### src/rtl/input_buffer_ctrl_if.sv
// Handshake and buffer-port bundle for the input buffer sequencer.
// master = controller side, slave = stream source/sink and buffer side.
interface input_buffer_ctrl_if #(
  parameter int CTRL_DATA_WIDTH = 16,
  parameter int CTRL_ADDR_WIDTH = 4
);
  // upstream stream
  logic                              in_valid;
  logic                              in_ready;
  logic signed [CTRL_DATA_WIDTH-1:0] in_data;
  // downstream stream
  logic                              out_valid;
  logic                              out_ready;
  logic signed [CTRL_DATA_WIDTH-1:0] out_data;
  logic                              out_last;
  // buffer write port
  logic                              buf_wr_en;
  logic [CTRL_ADDR_WIDTH-1:0]        buf_wr_addr;
  logic [CTRL_DATA_WIDTH-1:0]        buf_wr_data;
  // buffer read port (registered read data)
  logic                              buf_rd_en;
  logic [CTRL_ADDR_WIDTH-1:0]        buf_rd_addr;
  logic [CTRL_DATA_WIDTH-1:0]        buf_rd_data;

  modport master (
    input  in_valid, in_data, out_ready, buf_rd_data,
    output in_ready, out_valid, out_data, out_last,
           buf_wr_en, buf_wr_addr, buf_wr_data, buf_rd_en, buf_rd_addr
  );

  modport slave (
    output in_valid, in_data, out_ready, buf_rd_data,
    input  in_ready, out_valid, out_data, out_last,
           buf_wr_en, buf_wr_addr, buf_wr_data, buf_rd_en, buf_rd_addr
  );
endinterface

### src/rtl/input_buffer_ctrl.sv
// Sequencer for the input buffer RAM: loads a burst of words from the
// upstream stream, then replays the stored vector one or more times to the
// downstream datapath. The buffer's registered read port is the first
// output pipeline stage; out_valid/out_last ride alongside it.
module input_buffer_ctrl #(
  parameter int CTRL_DATA_WIDTH = 16,
  parameter int CTRL_ADDR_WIDTH = 4,
  parameter int PASS_WIDTH      = 8
) (
  input  logic                       clk,
  input  logic                       rst_n,
  input  logic                       load_start,
  input  logic                       stream_start,
  input  logic [CTRL_ADDR_WIDTH:0]   cfg_len,
  input  logic [PASS_WIDTH-1:0]      cfg_passes,
  output logic                       busy,
  output logic                       load_done,
  output logic                       done,
  output logic                       cfg_err,
  input_buffer_ctrl_if.master        bus
);

  localparam int AW = CTRL_ADDR_WIDTH;
  localparam int PW = PASS_WIDTH;
  localparam logic [AW:0]   DEPTH    = (AW+1)'(2**AW);
  localparam logic [AW:0]   LEN_ONE  = (AW+1)'(1);
  localparam logic [AW-1:0] ADDR_ONE = AW'(1);
  localparam logic [PW-1:0] PASS_ONE = PW'(1);

  typedef enum logic [1:0] {IDLE, LOAD, LOADED, STREAM} state_t;

  state_t        state_reg;
  logic [AW:0]   len_reg;
  logic [AW:0]   wr_cnt_reg;
  logic [AW-1:0] rd_cnt_reg;
  logic [PW-1:0] passes_reg;
  logic [PW-1:0] pass_cnt_reg;
  logic          issue_pending_reg;
  logic          out_valid_reg;
  logic          out_last_reg;
  logic          load_done_reg;
  logic          done_reg;
  logic          cfg_err_reg;

  logic len_ok;
  logic wr_fire;
  logic rd_issue;
  logic rd_at_end;
  logic final_hs;

  assign len_ok    = (cfg_len != '0) && (cfg_len <= DEPTH);
  assign wr_fire   = (state_reg == LOAD) && bus.in_valid;
  // a read is issued whenever the output register is empty or draining
  assign rd_issue  = (state_reg == STREAM) && issue_pending_reg &&
                     (!out_valid_reg || bus.out_ready);
  assign rd_at_end = ({1'b0, rd_cnt_reg} == (len_reg - LEN_ONE));
  // once no reads remain pending, the out_last word in the register is the final one
  assign final_hs  = (state_reg == STREAM) && out_valid_reg && bus.out_ready &&
                     out_last_reg && !issue_pending_reg;

  assign bus.in_ready    = (state_reg == LOAD);
  assign bus.buf_wr_en   = wr_fire;
  assign bus.buf_wr_addr = wr_cnt_reg[AW-1:0];
  assign bus.buf_wr_data = bus.in_data;
  assign bus.buf_rd_en   = rd_issue;
  assign bus.buf_rd_addr = rd_cnt_reg;
  assign bus.out_valid   = out_valid_reg;
  assign bus.out_last    = out_last_reg;
  assign bus.out_data    = bus.buf_rd_data;

  assign busy      = (state_reg == LOAD) || (state_reg == STREAM);
  assign load_done = load_done_reg;
  assign done      = done_reg;
  assign cfg_err   = cfg_err_reg;

  // control FSM with counters and registered status/output flags
  always_ff @(posedge clk or negedge rst_n) begin
    if (!rst_n) begin
      state_reg         <= IDLE;
      len_reg           <= '0;
      wr_cnt_reg        <= '0;
      rd_cnt_reg        <= '0;
      passes_reg        <= '0;
      pass_cnt_reg      <= '0;
      issue_pending_reg <= 1'b0;
      out_valid_reg     <= 1'b0;
      out_last_reg      <= 1'b0;
      load_done_reg     <= 1'b0;
      done_reg          <= 1'b0;
      cfg_err_reg       <= 1'b0;
    end else begin
      load_done_reg <= 1'b0;
      done_reg      <= 1'b0;
      cfg_err_reg   <= 1'b0;
      case (state_reg)
        IDLE: begin
          if (load_start) begin
            if (len_ok) begin
              len_reg    <= cfg_len;
              wr_cnt_reg <= '0;
              state_reg  <= LOAD;
            end else begin
              cfg_err_reg <= 1'b1;
            end
          end
        end
        LOAD: begin
          if (wr_fire) begin
            wr_cnt_reg <= wr_cnt_reg + LEN_ONE;
            if ((wr_cnt_reg + LEN_ONE) == len_reg) begin
              state_reg     <= LOADED;
              load_done_reg <= 1'b1;
            end
          end
        end
        LOADED: begin
          // a new load wins over a simultaneous stream request
          if (load_start) begin
            if (len_ok) begin
              len_reg    <= cfg_len;
              wr_cnt_reg <= '0;
              state_reg  <= LOAD;
            end else begin
              cfg_err_reg <= 1'b1;
            end
          end else if (stream_start) begin
            if (cfg_passes == '0) begin
              cfg_err_reg <= 1'b1;
            end else begin
              passes_reg        <= cfg_passes;
              rd_cnt_reg        <= '0;
              pass_cnt_reg      <= '0;
              issue_pending_reg <= 1'b1;
              state_reg         <= STREAM;
            end
          end
        end
        STREAM: begin
          if (rd_issue) begin
            out_valid_reg <= 1'b1;
            out_last_reg  <= rd_at_end;
            if (rd_at_end) begin
              rd_cnt_reg   <= '0;
              pass_cnt_reg <= pass_cnt_reg + PASS_ONE;
              if ((pass_cnt_reg + PASS_ONE) == passes_reg) begin
                issue_pending_reg <= 1'b0;
              end
            end else begin
              rd_cnt_reg <= rd_cnt_reg + ADDR_ONE;
            end
          end else begin
            out_valid_reg <= out_valid_reg && !bus.out_ready;
          end
          if (final_hs) begin
            state_reg     <= LOADED;
            done_reg      <= 1'b1;
            out_valid_reg <= 1'b0;
          end
        end
        default: state_reg <= IDLE;
      endcase
    end
  end

endmodule
### src/flat_wrapper.sv
// flat-port wrapper written by rule: the top's interface ports become plain ports
module input_buffer_ctrl_flat 
#(
  parameter int CTRL_DATA_WIDTH = 16,
  parameter int CTRL_ADDR_WIDTH = 4,
  parameter int PASS_WIDTH      = 8
)
  (clk, rst_n, load_start, stream_start, cfg_len, cfg_passes, busy, load_done, done, cfg_err, bus_in_valid, bus_in_data, bus_out_ready, bus_buf_rd_data, bus_in_ready, bus_out_valid, bus_out_data, bus_out_last, bus_buf_wr_en, bus_buf_wr_addr, bus_buf_wr_data, bus_buf_rd_en, bus_buf_rd_addr);
  input_buffer_ctrl_if #(.CTRL_DATA_WIDTH(CTRL_DATA_WIDTH), .CTRL_ADDR_WIDTH(CTRL_ADDR_WIDTH)) bus_i ();
  input  logic clk;
  input  logic rst_n;
  input  logic load_start;
  input  logic stream_start;
  input  logic [CTRL_ADDR_WIDTH:0] cfg_len;
  input  logic [PASS_WIDTH-1:0] cfg_passes;
  output logic busy;
  output logic load_done;
  output logic done;
  output logic cfg_err;
  input wire logic [$bits(bus_i.in_valid)-1:0] bus_in_valid;
  input wire logic [$bits(bus_i.in_data)-1:0] bus_in_data;
  input wire logic [$bits(bus_i.out_ready)-1:0] bus_out_ready;
  input wire logic [$bits(bus_i.buf_rd_data)-1:0] bus_buf_rd_data;
  output wire logic [$bits(bus_i.in_ready)-1:0] bus_in_ready;
  output wire logic [$bits(bus_i.out_valid)-1:0] bus_out_valid;
  output wire logic [$bits(bus_i.out_data)-1:0] bus_out_data;
  output wire logic [$bits(bus_i.out_last)-1:0] bus_out_last;
  output wire logic [$bits(bus_i.buf_wr_en)-1:0] bus_buf_wr_en;
  output wire logic [$bits(bus_i.buf_wr_addr)-1:0] bus_buf_wr_addr;
  output wire logic [$bits(bus_i.buf_wr_data)-1:0] bus_buf_wr_data;
  output wire logic [$bits(bus_i.buf_rd_en)-1:0] bus_buf_rd_en;
  output wire logic [$bits(bus_i.buf_rd_addr)-1:0] bus_buf_rd_addr;
  assign bus_i.in_valid = bus_in_valid;
  assign bus_i.in_data = bus_in_data;
  assign bus_i.out_ready = bus_out_ready;
  assign bus_i.buf_rd_data = bus_buf_rd_data;
  assign bus_in_ready = bus_i.in_ready;
  assign bus_out_valid = bus_i.out_valid;
  assign bus_out_data = bus_i.out_data;
  assign bus_out_last = bus_i.out_last;
  assign bus_buf_wr_en = bus_i.buf_wr_en;
  assign bus_buf_wr_addr = bus_i.buf_wr_addr;
  assign bus_buf_wr_data = bus_i.buf_wr_data;
  assign bus_buf_rd_en = bus_i.buf_rd_en;
  assign bus_buf_rd_addr = bus_i.buf_rd_addr;
  input_buffer_ctrl #(.CTRL_DATA_WIDTH(CTRL_DATA_WIDTH), .CTRL_ADDR_WIDTH(CTRL_ADDR_WIDTH), .PASS_WIDTH(PASS_WIDTH)) u_core (.clk(clk), .rst_n(rst_n), .load_start(load_start), .stream_start(stream_start), .cfg_len(cfg_len), .cfg_passes(cfg_passes), .busy(busy), .load_done(load_done), .done(done), .cfg_err(cfg_err), .bus(bus_i));
endmodule
### config.mk
export PLATFORM = sky130hd
export DESIGN_NAME = input_buffer_ctrl_flat
export DESIGN_NICKNAME = d
export VERILOG_FILES = /design/src/rtl/input_buffer_ctrl_if.sv /design/src/rtl/input_buffer_ctrl.sv /design/src/flat_wrapper.sv
export SDC_FILE = /design/constraint.sdc
export NUM_CORES = 1
export LEC_CHECK = 0
export ABC_AREA = 1
export BUFFER_PORTS_ARGS = -buffer_cell sky130_fd_sc_hd__buf_4
export CAP_MARGIN = 20
export CORE_ASPECT_RATIO = 1.1
export CORE_MARGIN = 2
export CORE_UTILIZATION = 35
export CTS_CLUSTER_DIAMETER = 80
export CTS_CLUSTER_SIZE = 10
export DETAILED_ROUTE_END_ITERATION = 12
export MAX_ROUTING_LAYER = met4
export PLACE_DENSITY_LB_ADDON = 0.15
export SLEW_MARGIN = 25
export SYNTH_ARGS = -nofsm -noshare
export SYNTH_HDL_FRONTEND = slang
export SYNTH_SLANG_ARGS = --single-unit
### constraint.sdc
create_clock -name clk -period 2 [get_ports clk]
set_input_delay 0.6 -clock clk [delete_from_list [all_inputs] [get_ports clk]]
set_output_delay 0.6 -clock clk [all_outputs]
set_load 0.005 [all_outputs]
==> metrics.txt, run 1 <==
Area contributors post-synth=dfrtp_1 37%, nand2_1 15%, buf_4 10%, inv_1 6.1%, nand3_1 4.3%; DRC viols=0; Max clock buf depth=2; VDD IR max=between 0.4 and 0.5 mV; Final min period=~1.9 ns; XOR/XNOR Fraction of Synth Area=0.0102; Post-CTS Hold Buffers=0; FP Rows=32; Setup WS pre-CTS=a little under 0.06 ns; yosys warns=0; Final Max Slew Viols=0; Die Height=approximately 94 um; CP max stage delay=between 0.4 and 0.5 ns; most frequent cell after synthesis=nand2_1; critical path cell sequence=nand2_4 > clkinv_4 > nand3_2 > inv_1 > buf_4; largest family of logic cells by synthesized area=simple AND/OR/NAND/NOR gates; CP required=1.40 ns; Final Cell Area=~2800 sq um; share of the yosys chip area belonging to registers=0.368; simple-gate portion of the synthesized area=0.309; register area=approximately 950 sq um; Final Net Count=417; Clk Latency, worst-skew pair=about 0.29 ns; Initial DRC Count=75; maximum fanout along the worst path=7; Synth Area in Adders=0.0194; GRT Resource Usage Total=0.154; Final Power=about 0.0035 W; sw frac=0.432; max_cap viols=0; Async S/R FF share, synth=1.00; Reg clk slew, reported paths=0.08 ns; Leak=approximately 1.4 nW; CORE AREA=7090 sq um; Synth top cells by count=104 x nand2_1, 42 x inv_1, 38 x dfrtp_1; detailed-route via count=~2100; Post-synth EDFFs=0; Syn Std Cell Area=between 2000 and 3000 sq um; vias in the first global route=about 2100; Fin. Hold Viols=0; vias per inst=around 4.8; relative slew slack=0.663; first-pass iteration count of the detailed router=4; CTS Sinks=38; area share of the largest cell type after synthesis=0.368; logic gate share of total power=0.465; RSZ-0062 raised after global routing=false; R2R depth=12; post-synthesis register bit count=38; pwr dens=1240 nW/um^2; CP top delay family=flip-flops; GP Congestion=around 0.79; hold crit path type=in2async; CTS tree=built; area of the multi-input gates=1170 sq um; Synth cell types=34; Mapped Cells=around 350; Clock power frac=0.161; Startpoint Class=flop; Area Growth Syn to Fin=8.81%; multiplexer area fraction after synthesis=0; Post-DRT Antenna Nets=0; status=finished, final reports clean; Worst path depth=5; post-synth net total=roughly 410; clk_skew=~0.008 ns; die footprint=just over 8000 sq um; final WL=5580 um; DR WL/cell=approximately 12 um; Pint=a little under 0.002 W; global-route wire length before repair=around 9500 um; Worst path slowest cell=dfrtp_2; sw power=around 0.0015 W; H-Tree Level Count=2; Flop pwr share=0.374; DP HPWL=4270 um; port bufs=35; Worst-Margin Slew=between 0.5 and 0.6 ns; largest net degree at the start of global routing=39; area leader, netlist=dfrtp_1; Inserted Diodes=0; WP data arrival=about 1.3 ns; Compound-Gate Fraction of Synth Area=0.108; setup TNS=0 ns; Initial Util=0.365; remaining global-route overflow=0; final critical-path share of the clock period=0.958; io pins=100; critical path type=reg2out; top_reg_cell synth=dfrtp_1; Die W=roughly 86 um; f_max=522 MHz; Crit. End Element=output port; initial antenna violation count=0; worst path bufs/invs=3; Root Buffer=clkbuf_8; Final WS setup=approximately 0.085 ns; layout cell share with drive strength beyond 1=0.231; setup violators final=0; CTS Buf Count=5; Syn Area/Cell=7.30 sq um; fill count=~740; placement-stage cell area=~2700 sq um
## power by group through the flow
stage / clock network (W) / registers [W] / logic [W]
floorplan: 0 / 0.00124 / 0.00122
global placement: 0 / 0.00131 / 0.00157
detailed placement: 0 / 0.00131 / 0.00159
CTS: 0.000584 / 0.00130 / 0.00160
global route: 0.000611 / 0.00134 / 0.00188
finish: 0.000559 / 0.00130 / 0.00162
## routing by layer
metal	global-route usage	vias up	routed length, um
li1	-	1102	-
met1	0.171	986	2450
met2	0.270	37	2860
met3	0.0351	9	195
met4	0.0516	0	73
met5	-	-	0
## kinds of logic (layout without fill, tap and decap cells)
logic type      count (synthesis)  after routing
flops                          38             38
xor+xnor                        3              3
buf+inv                        87             96
fa+ha+maj                       4              4
compound gates                 45             45
simple gates                  177            177
## timing repair
item	in CTS	in global routing
cloned	0	0
buffers inserted	0	1
gates resized for setup	1	8
endpoints found under the setup margin	1	13
pin swaps	0	1
## layout by cell type (no fill, tap or decap), types with 2 or more instances in the layout
cell type    n
inv_1       41
nor2_1      21
clkbuf_8     6
nand3_1     22
o21ai_1      9
o21ai_2      8
nand4_1      6
inv_2        5
nand3_2      2
buf_4       39
a21oi_1      8
nor2_2       2
nand2_1    102
nand2_4      5
nand3b_1     5
dfrtp_1     36
nor3_1       2
o22ai_1      2
dfrtp_2      2
nand2_2      7
ha_1         3
o21ai_0     14
xor2_1       2
## final cells by class
type,count,share of cell area
Tap cell,85,0.0378
Sequential cell,38,0.339
Clock inverter,1,0.00178
Inverter,49,0.0690
Clock buffer,7,0.0307
Timing Repair Buffer,39,0.104
Multi-Input combinational cell,229,0.417
## path summary, 6_finish.rpt
| path | from | endpoint | slack, ns |
|---|---|---|---|
| worst min register to register | u_core.passes_reg[2]$_DFFE_PN0P_ | u_core.passes_reg[2]$_DFFE_PN0P_ | 0.52 |
| worst max-delay path | u_core.state_reg[0]$_DFFE_PN0P_ | bus_buf_rd_en | 0.08 |
| worst min-delay path | rst_n | u_core.wr_cnt_reg[0]$_DFFE_PN0P_ | 0.28 |
| max in group asynchronous | rst_n | u_core.state_reg[1]$_DFFE_PN0P_ | 1.35 |
| worst max register to register | u_core.len_reg[1]$_DFFE_PN0P_ | u_core.issue_pending_reg$_DFFE_PN0P_ | 0.20 |
| min in group clk | u_core.passes_reg[2]$_DFFE_PN0P_ | u_core.passes_reg[2]$_DFFE_PN0P_ | 0.52 |
## stage by stage
stage | instances | util | hold slack [ns]
5_1_grt | 448 | 0.397 | 0.321
3_5_place_dp | 439 | 0.380 | 0.504
4_1_cts | 447 | 0.393 | 0.297
3_3_place_gp | 439 | 0.380 | 0.486
6_report | 448 | 0.397 | 0.278
2_1_floorplan | 354 | - | 0.304
(Power assumes the default switching activity.)
==> run 2: changes to the inputs <==
==> constraint.sdc (replaced) <==
create_clock -name clk -period 1.8 [get_ports clk]
set_input_delay 0.54 -clock clk [delete_from_list [all_inputs] [get_ports clk]]
set_output_delay 0.54 -clock clk [all_outputs]
set_load 0.005 [all_outputs]
==> run 2 against run 1 <==
  * Clock skew rose by 0.0055 ns
  * Power grew 26%
  * Hold slack lost 0.078 ns
  * Count of clock-buffer cells in the layout decreased by 1
  * Cell area is 7.3% higher
  * Combinational power grew 27%
  * Clock power increased by 65%
  * Core utilization rose by 2.9 points
  * Register-to-register slack got worse by 0.13 ns
  * Highest routed layer unchanged
==> metrics.txt, run 2 (same netlist as run 1, synthesis figures left out) <==
status=finished, final reports clean; Initial Util=0.365; Post-DRT Antenna Nets=0; io pins=100; sw power=roughly 0.0018 W; Root Buffer=clkbuf_8; remaining global-route overflow=0; Pint=roughly 0.0026 W; vias per inst=roughly 4.8; Setup WS pre-CTS=-0.0768 ns; Flop pwr share=0.322; dpl cells=about 450; maximum fanout along the worst path=7; DP HPWL=about 4300 um; CTS Buf Count=5; Final Max Slew Viols=0; Inserted Diodes=0; Clock power frac=0.210; Clk Latency, worst-skew pair=0.30 ns; Reg clk slew, reported paths=approximately 0.09 ns; final critical-path share of the clock period=0.963; Worst-Margin Slew=approximately 0.50 ns; Final Net Count=roughly 430; hold crit path type=in2async; commonest non-fill, non-tap cells in the layout=100 x nand2_1, 53 x buf_4, 38 x inv_1, 36 x dfrtp_1, 21 x nand3_1; Layout Cells excl Fill=roughly 460; Final WS setup=0.0672 ns; CP required=approximately 2 ns; fill count=around 730; FP Rows=32; first-pass iteration count of the detailed router=4; most common cell after layout, fill and taps aside=nand2_1; GP Congestion=roughly 0.77; die footprint=8090 sq um; vias in the first global route=just over 2000; global-route wire length before repair=~9400 um; Leak=around 1.5 nW; Die W=85.9 um; H-Tree Level Count=2; initial antenna violation count=0; final WL=roughly 5700 um; Area Growth Syn to Fin=16.8%; DR WL/cell=around 12 um; DRC viols=0; Final min period=around 1.7 ns; VDD IR max=between 0.6 and 0.7 mV; port bufs=35; RSZ-0062 raised after global routing=true; sw frac=0.401; Die Height=94.1 um; CTS tree=built; largest net degree at the start of global routing=39; Fin. Hold Viols=0; CTS Sinks=38; critical path type=reg2reg; register area=between 900 and 1000 sq um; Startpoint Class=flop; detailed-route via count=2211; Final Cell Area=slightly above 3000 sq um; max_cap viols=0; clk_skew=around 0.014 ns; area of the multi-input gates=1220 sq um; WP data arrival=between 1.5 and 2 ns; f_max=between 500 and 600 MHz; relative slew slack=0.666; Max clock buf depth=2; logic gate share of total power=0.468; placement-stage cell area=2750 sq um; Initial DRC Count=35; Crit. End Element=flop; GRT Resource Usage Total=0.152; setup violators final=0; layout cell share with drive strength beyond 1=0.302; CORE AREA=approximately 7100 sq um; pwr dens=between 1000 and 1500 nW/um^2
[run 2: area by class of cell]
| type | instances | share of cell area |
|---|---|---|
| Sequential cell | 38 | 0.316 |
| Clock inverter | 2 | 0.0199 |
| Timing Repair Buffer | 53 | 0.132 |
| Tap cell | 85 | 0.0352 |
| Multi-Input combinational cell | 229 | 0.405 |
| Clock buffer | 6 | 0.0274 |
| Inverter | 49 | 0.0651 |
[run 2: power groups by stage]
| stage | logic (W) | clock network (W) | registers (W) |
|---|---|---|---|
| 2_1_floorplan | 0.00135 | 0 | 0.00138 |
| 3_3_place_gp | 0.00183 | 0 | 0.00143 |
| 3_5_place_dp | 0.00185 | 0 | 0.00143 |
| 4_1_cts | 0.00192 | 0.000942 | 0.00141 |
| 5_1_grt | 0.00234 | 0.000969 | 0.00145 |
| 6_report | 0.00206 | 0.000922 | 0.00141 |
[run 2: metal layers]
metal	vias to the layer above	wire (um)	share of wire	global-route usage
li1	1135	-	-	-
met1	1025	2440	0.43	0.168
met2	41	2940	0.52	0.273
met3	10	205	0.036	0.0351
met4	0	70	0.012	0.0423
met5	-	0	0	-
[run 2: final timing paths]
check,start,endpoint,slack [ns],depth (start not counted)
worst max-delay path,u_core.len_reg[1]$_DFFE_PN0P_,u_core.pass_cnt_reg[7]$_DFFE_PN0P_,0.07,11
worst min-delay path,rst_n,u_core.pass_cnt_reg[3]$_DFFE_PN0P_,0.20,1
worst max register to register,u_core.len_reg[1]$_DFFE_PN0P_,u_core.pass_cnt_reg[7]$_DFFE_PN0P_,0.07,11
worst min register to register,u_core.passes_reg[1]$_DFFE_PN0P_,u_core.passes_reg[1]$_DFFE_PN0P_,0.52,2
max in group asynchronous,rst_n,u_core.state_reg[1]$_DFFE_PN0P_,1.21,1
min in group clk,cfg_len[3],u_core.len_reg[3]$_DFFE_PN0P_,0.46,3
[run 2: timing repair]
action / CTS / global route
gates cloned: 0 / 0
hold buffers: 0 / 0
setup endpoints to repair: 6 / 15
resized for setup: 3 / 22
setup buffers: 3 / 4
pin swaps: 1 / 7
[run 2: critical path, cell delays in order (launching register included)]
cell and delay, ns:
dfrtp_1 0.39, inv_2 0.10, ha_4 0.21, nand2_2 0.06, inv_2 0.03, nor2_1 0.07
nand3_1 0.08, nor2_2 0.12, nand2_2 0.09, a21oi_4 0.22, nand2_4 0.12, o21ai_2 0.15
[run 2: metrics by stage]
stage,total power (W),hold slack (ns),setup TNS [ns],util
floorplan,0.00273,0.244,0,-
detailed placement,0.00327,0.494,-0.0768,0.388
CTS,0.00427,0.234,0,0.412
global route,0.00476,0.251,-0.238,0.426
global placement,0.00326,0.491,-0.0229,0.388
finish,0.00439,0.200,0,0.426
==> run 3: changes to the inputs <==
--- a/config.mk
+++ b/config.mk
@@ -6,7 +6,6 @@
 export NUM_CORES = 1
 export LEC_CHECK = 0
 export ABC_AREA = 1
-export BUFFER_PORTS_ARGS = -buffer_cell sky130_fd_sc_hd__buf_4
 export CAP_MARGIN = 20
 export CORE_ASPECT_RATIO = 1.1
 export CORE_MARGIN = 2
@@ -14,6 +13,7 @@
 export CTS_CLUSTER_DIAMETER = 80
 export CTS_CLUSTER_SIZE = 10
 export DETAILED_ROUTE_END_ITERATION = 12
+export DONT_BUFFER_PORTS = 1
 export MAX_ROUTING_LAYER = met4
 export PLACE_DENSITY_LB_ADDON = 0.15
 export SLEW_MARGIN = 25
==> constraint.sdc (replaced) <==
create_clock -name clk -period 1.6 [get_ports clk]
set_input_delay 0.48 -clock clk [delete_from_list [all_inputs] [get_ports clk]]
set_output_delay 0.48 -clock clk [all_outputs]
set_load 0.005 [all_outputs]
==> run 3 against run 2 <==
  * The flow now finishes with violations (negative setup slack)
  * First-iteration DRC count grew to 3.2 times the previous value
  * Via count is 1.2% lower
  * Fmax is 5.2% higher
  * Global-route usage increased by 0.85 points
  * Wire length is 4.3% higher
  * Count of clock-buffer cells in the layout up 1
  * Sequential power increased by 11%
  * Core utilization fell by 1.5 points
  * Critical path depth unchanged
  * Highest routed layer unchanged
  * Critical path type unchanged
  * Clock power is 23% lower
==> metrics.txt, run 3 (same netlist as run 1, synthesis figures left out) <==
status=complete, but fails checks; failing checks=negative setup slack; Post-DRT Antenna Nets=0; initial antenna violation count=0; Final Cell Area=2910 sq um; Final Max Slew Viols=0; FP Rows=32; detailed-route via count=roughly 2200; Max clock buf depth=2; Initial Util=0.365; R2R depth=11; CTS Sinks=38; WP data arrival=between 1.5 and 2 ns; GRT busiest layer=met2; logic gate share of total power=0.520; layout cell share with drive strength beyond 1=0.274; Area Growth Syn to Fin=12.6%; Inserted Diodes=0; DR WL/cell=13.2 um; GP Congestion=just under 0.9; CORE AREA=between 7000 and 8000 sq um; Clock power frac=0.151; Layout Cells excl Fill=between 400 and 500; Final WS setup=-0.0471 ns; CTS tree=built; worst r2r dst=u_core.pass_cnt_reg[4]$_DFFE_PN0P_; final WL=a little under 6000 um; Final min period=about 1.6 ns; remaining global-route overflow=0; commonest non-fill, non-tap cells in the layout=101 x nand2_1, 37 x inv_1, 37 x dfrtp_1, 36 x buf_4, 20 x nand3_1; largest net degree at the start of global routing=39; global-route wire length before repair=a little under 10000 um; vias per inst=a little under 5; placement-stage cell area=2640 sq um; maximum fanout along the worst path=7; GR Layer Usage met1=0.184; Root Buffer=clkbuf_8; sw frac=0.431; die footprint=between 8000 and 9000 sq um; RSZ-0062 raised after global routing=true; io pins=100; Setup WS pre-CTS=-0.0864 ns; Crit. End Element=flop; CP required=approximately 1.8 ns; GRT Resource Usage Total=0.161; first-pass iteration count of the detailed router=4; met3 Use GR=0.0369; DP HPWL=between 4000 and 5000 um; Fin. Hold Viols=0; vias in the first global route=2171; Reg-to-Reg Start=u_core.len_reg[0]$_DFFE_PN0P_; VDD IR max=about 0.67 mV; setup violators final=11; Worst-Margin Slew=0.257 ns; f_max=just over 600 MHz; Die Height=approximately 94 um; Initial DRC Count=between 100 and 150; M2 GR Usage=0.276; R2R Setup Slk=-0.05 ns; hold crit path type=in2async; pwr dens=roughly 1600 nW/um^2; Flop pwr share=0.329; sw power=just over 0.002 W; Leak=1.41 nW; max_cap viols=0; CTS Buf Count=5; Reg clk slew, reported paths=0.08 ns; Startpoint Class=flop; Pint=between 0.002 and 0.003 W; Final Power=about 0.0047 W; Final Net Count=just over 400; most common cell after layout, fill and taps aside=nand2_1; H-Tree Level Count=2; critical path type=reg2reg; DRC viols=0; relative slew slack=0.829; setup TNS=-0.304 ns; clk_skew=between 0.003 and 0.004 ns; final critical-path share of the clock period=1.03; dpl cells=roughly 430; Die W=about 86 um; port bufs=0; Clk Latency, worst-skew pair=0.30 ns
run 3: layout make-up:
type / count / area [sq um]
multi-input combinational: 229 / 1270
tap: 85 / 106
timing repair buffer: 37 / 290
fill: 767 / 4180
clock inverter: 1 / 5.00
inverter: 49 / 201
sequential: 38 / 952
clock buffer: 7 / 86.3
run 3: critical path, stage by stage (launching register included):
cell and delay (ns):
dfrtp_1 0.39, inv_2 0.09, ha_4 0.21, nand2_2 0.06, inv_2 0.02, nor2_1 0.08, nand3_1 0.08, nor2_1 0.11
nand2_2 0.09, a21oi_4 0.19, nand2_4 0.12, o21ai_1 0.14
run 3: metrics by stage:
step | utilization | hold slack [ns]
2_1_floorplan | - | 0.184
3_3_place_gp | 0.373 | 0.186
3_5_place_dp | 0.373 | 0.186
4_1_cts | 0.398 | 0.0237
5_1_grt | 0.411 | 0.0239
6_report | 0.411 | 0.0126
run 3: repair_timing:
item | 4_1_cts | 5_1_grt
setup buffers | 4 | 3
gates resized for setup | 14 | 15
endpoints found under the hold margin | 38 | 0
pin swaps | 4 | 5
hold buffers | 1 | 0
endpoints found under the setup margin | 17 | 27
run 3: worst max-delay path by stage:
stage	start	endpoint	slack (ns)	cells past startpoint
5_1_grt	u_core.pass_cnt_reg[0]$_DFFE_PN0P_	u_core.issue_pending_reg$_DFFE_PN0P_	-0.19	12
6_report	u_core.len_reg[0]$_DFFE_PN0P_	u_core.pass_cnt_reg[4]$_DFFE_PN0P_	-0.05	11
3_5_place_dp	u_core.len_reg[1]$_DFFE_PN0P_	u_core.pass_cnt_reg[0]$_DFFE_PN0P_	-0.09	12
4_1_cts	u_core.len_reg[0]$_DFFE_PN0P_	u_core.issue_pending_reg$_DFFE_PN0P_	-0.06	12
2_1_floorplan	u_core.len_reg[0]$_DFFE_PN0P_	u_core.pass_cnt_reg[0]$_DFFE_PN0P_	0.02	12
3_3_place_gp	u_core.len_reg[1]$_DFFE_PN0P_	u_core.pass_cnt_reg[0]$_DFFE_PN0P_	-0.07	12
run 3: routing by layer:
metal	share of wire	vias to the layer above
li1	-	1096
met1	0.42	1029
met2	0.52	49
met3	0.052	10
met4	0.0092	0
met5	0	-
run 3: power groups by stage:
stage | logic [W] | registers [W] | clock network [W]
6_report | 0.00246 | 0.00156 | 0.000713
5_1_grt | 0.00279 | 0.00160 | 0.000769
4_1_cts | 0.00237 | 0.00155 | 0.000729
3_5_place_dp | 0.00216 | 0.00157 | 0
3_3_place_gp | 0.00214 | 0.00156 | 0
2_1_floorplan | 0.00155 | 0.00155 | 0
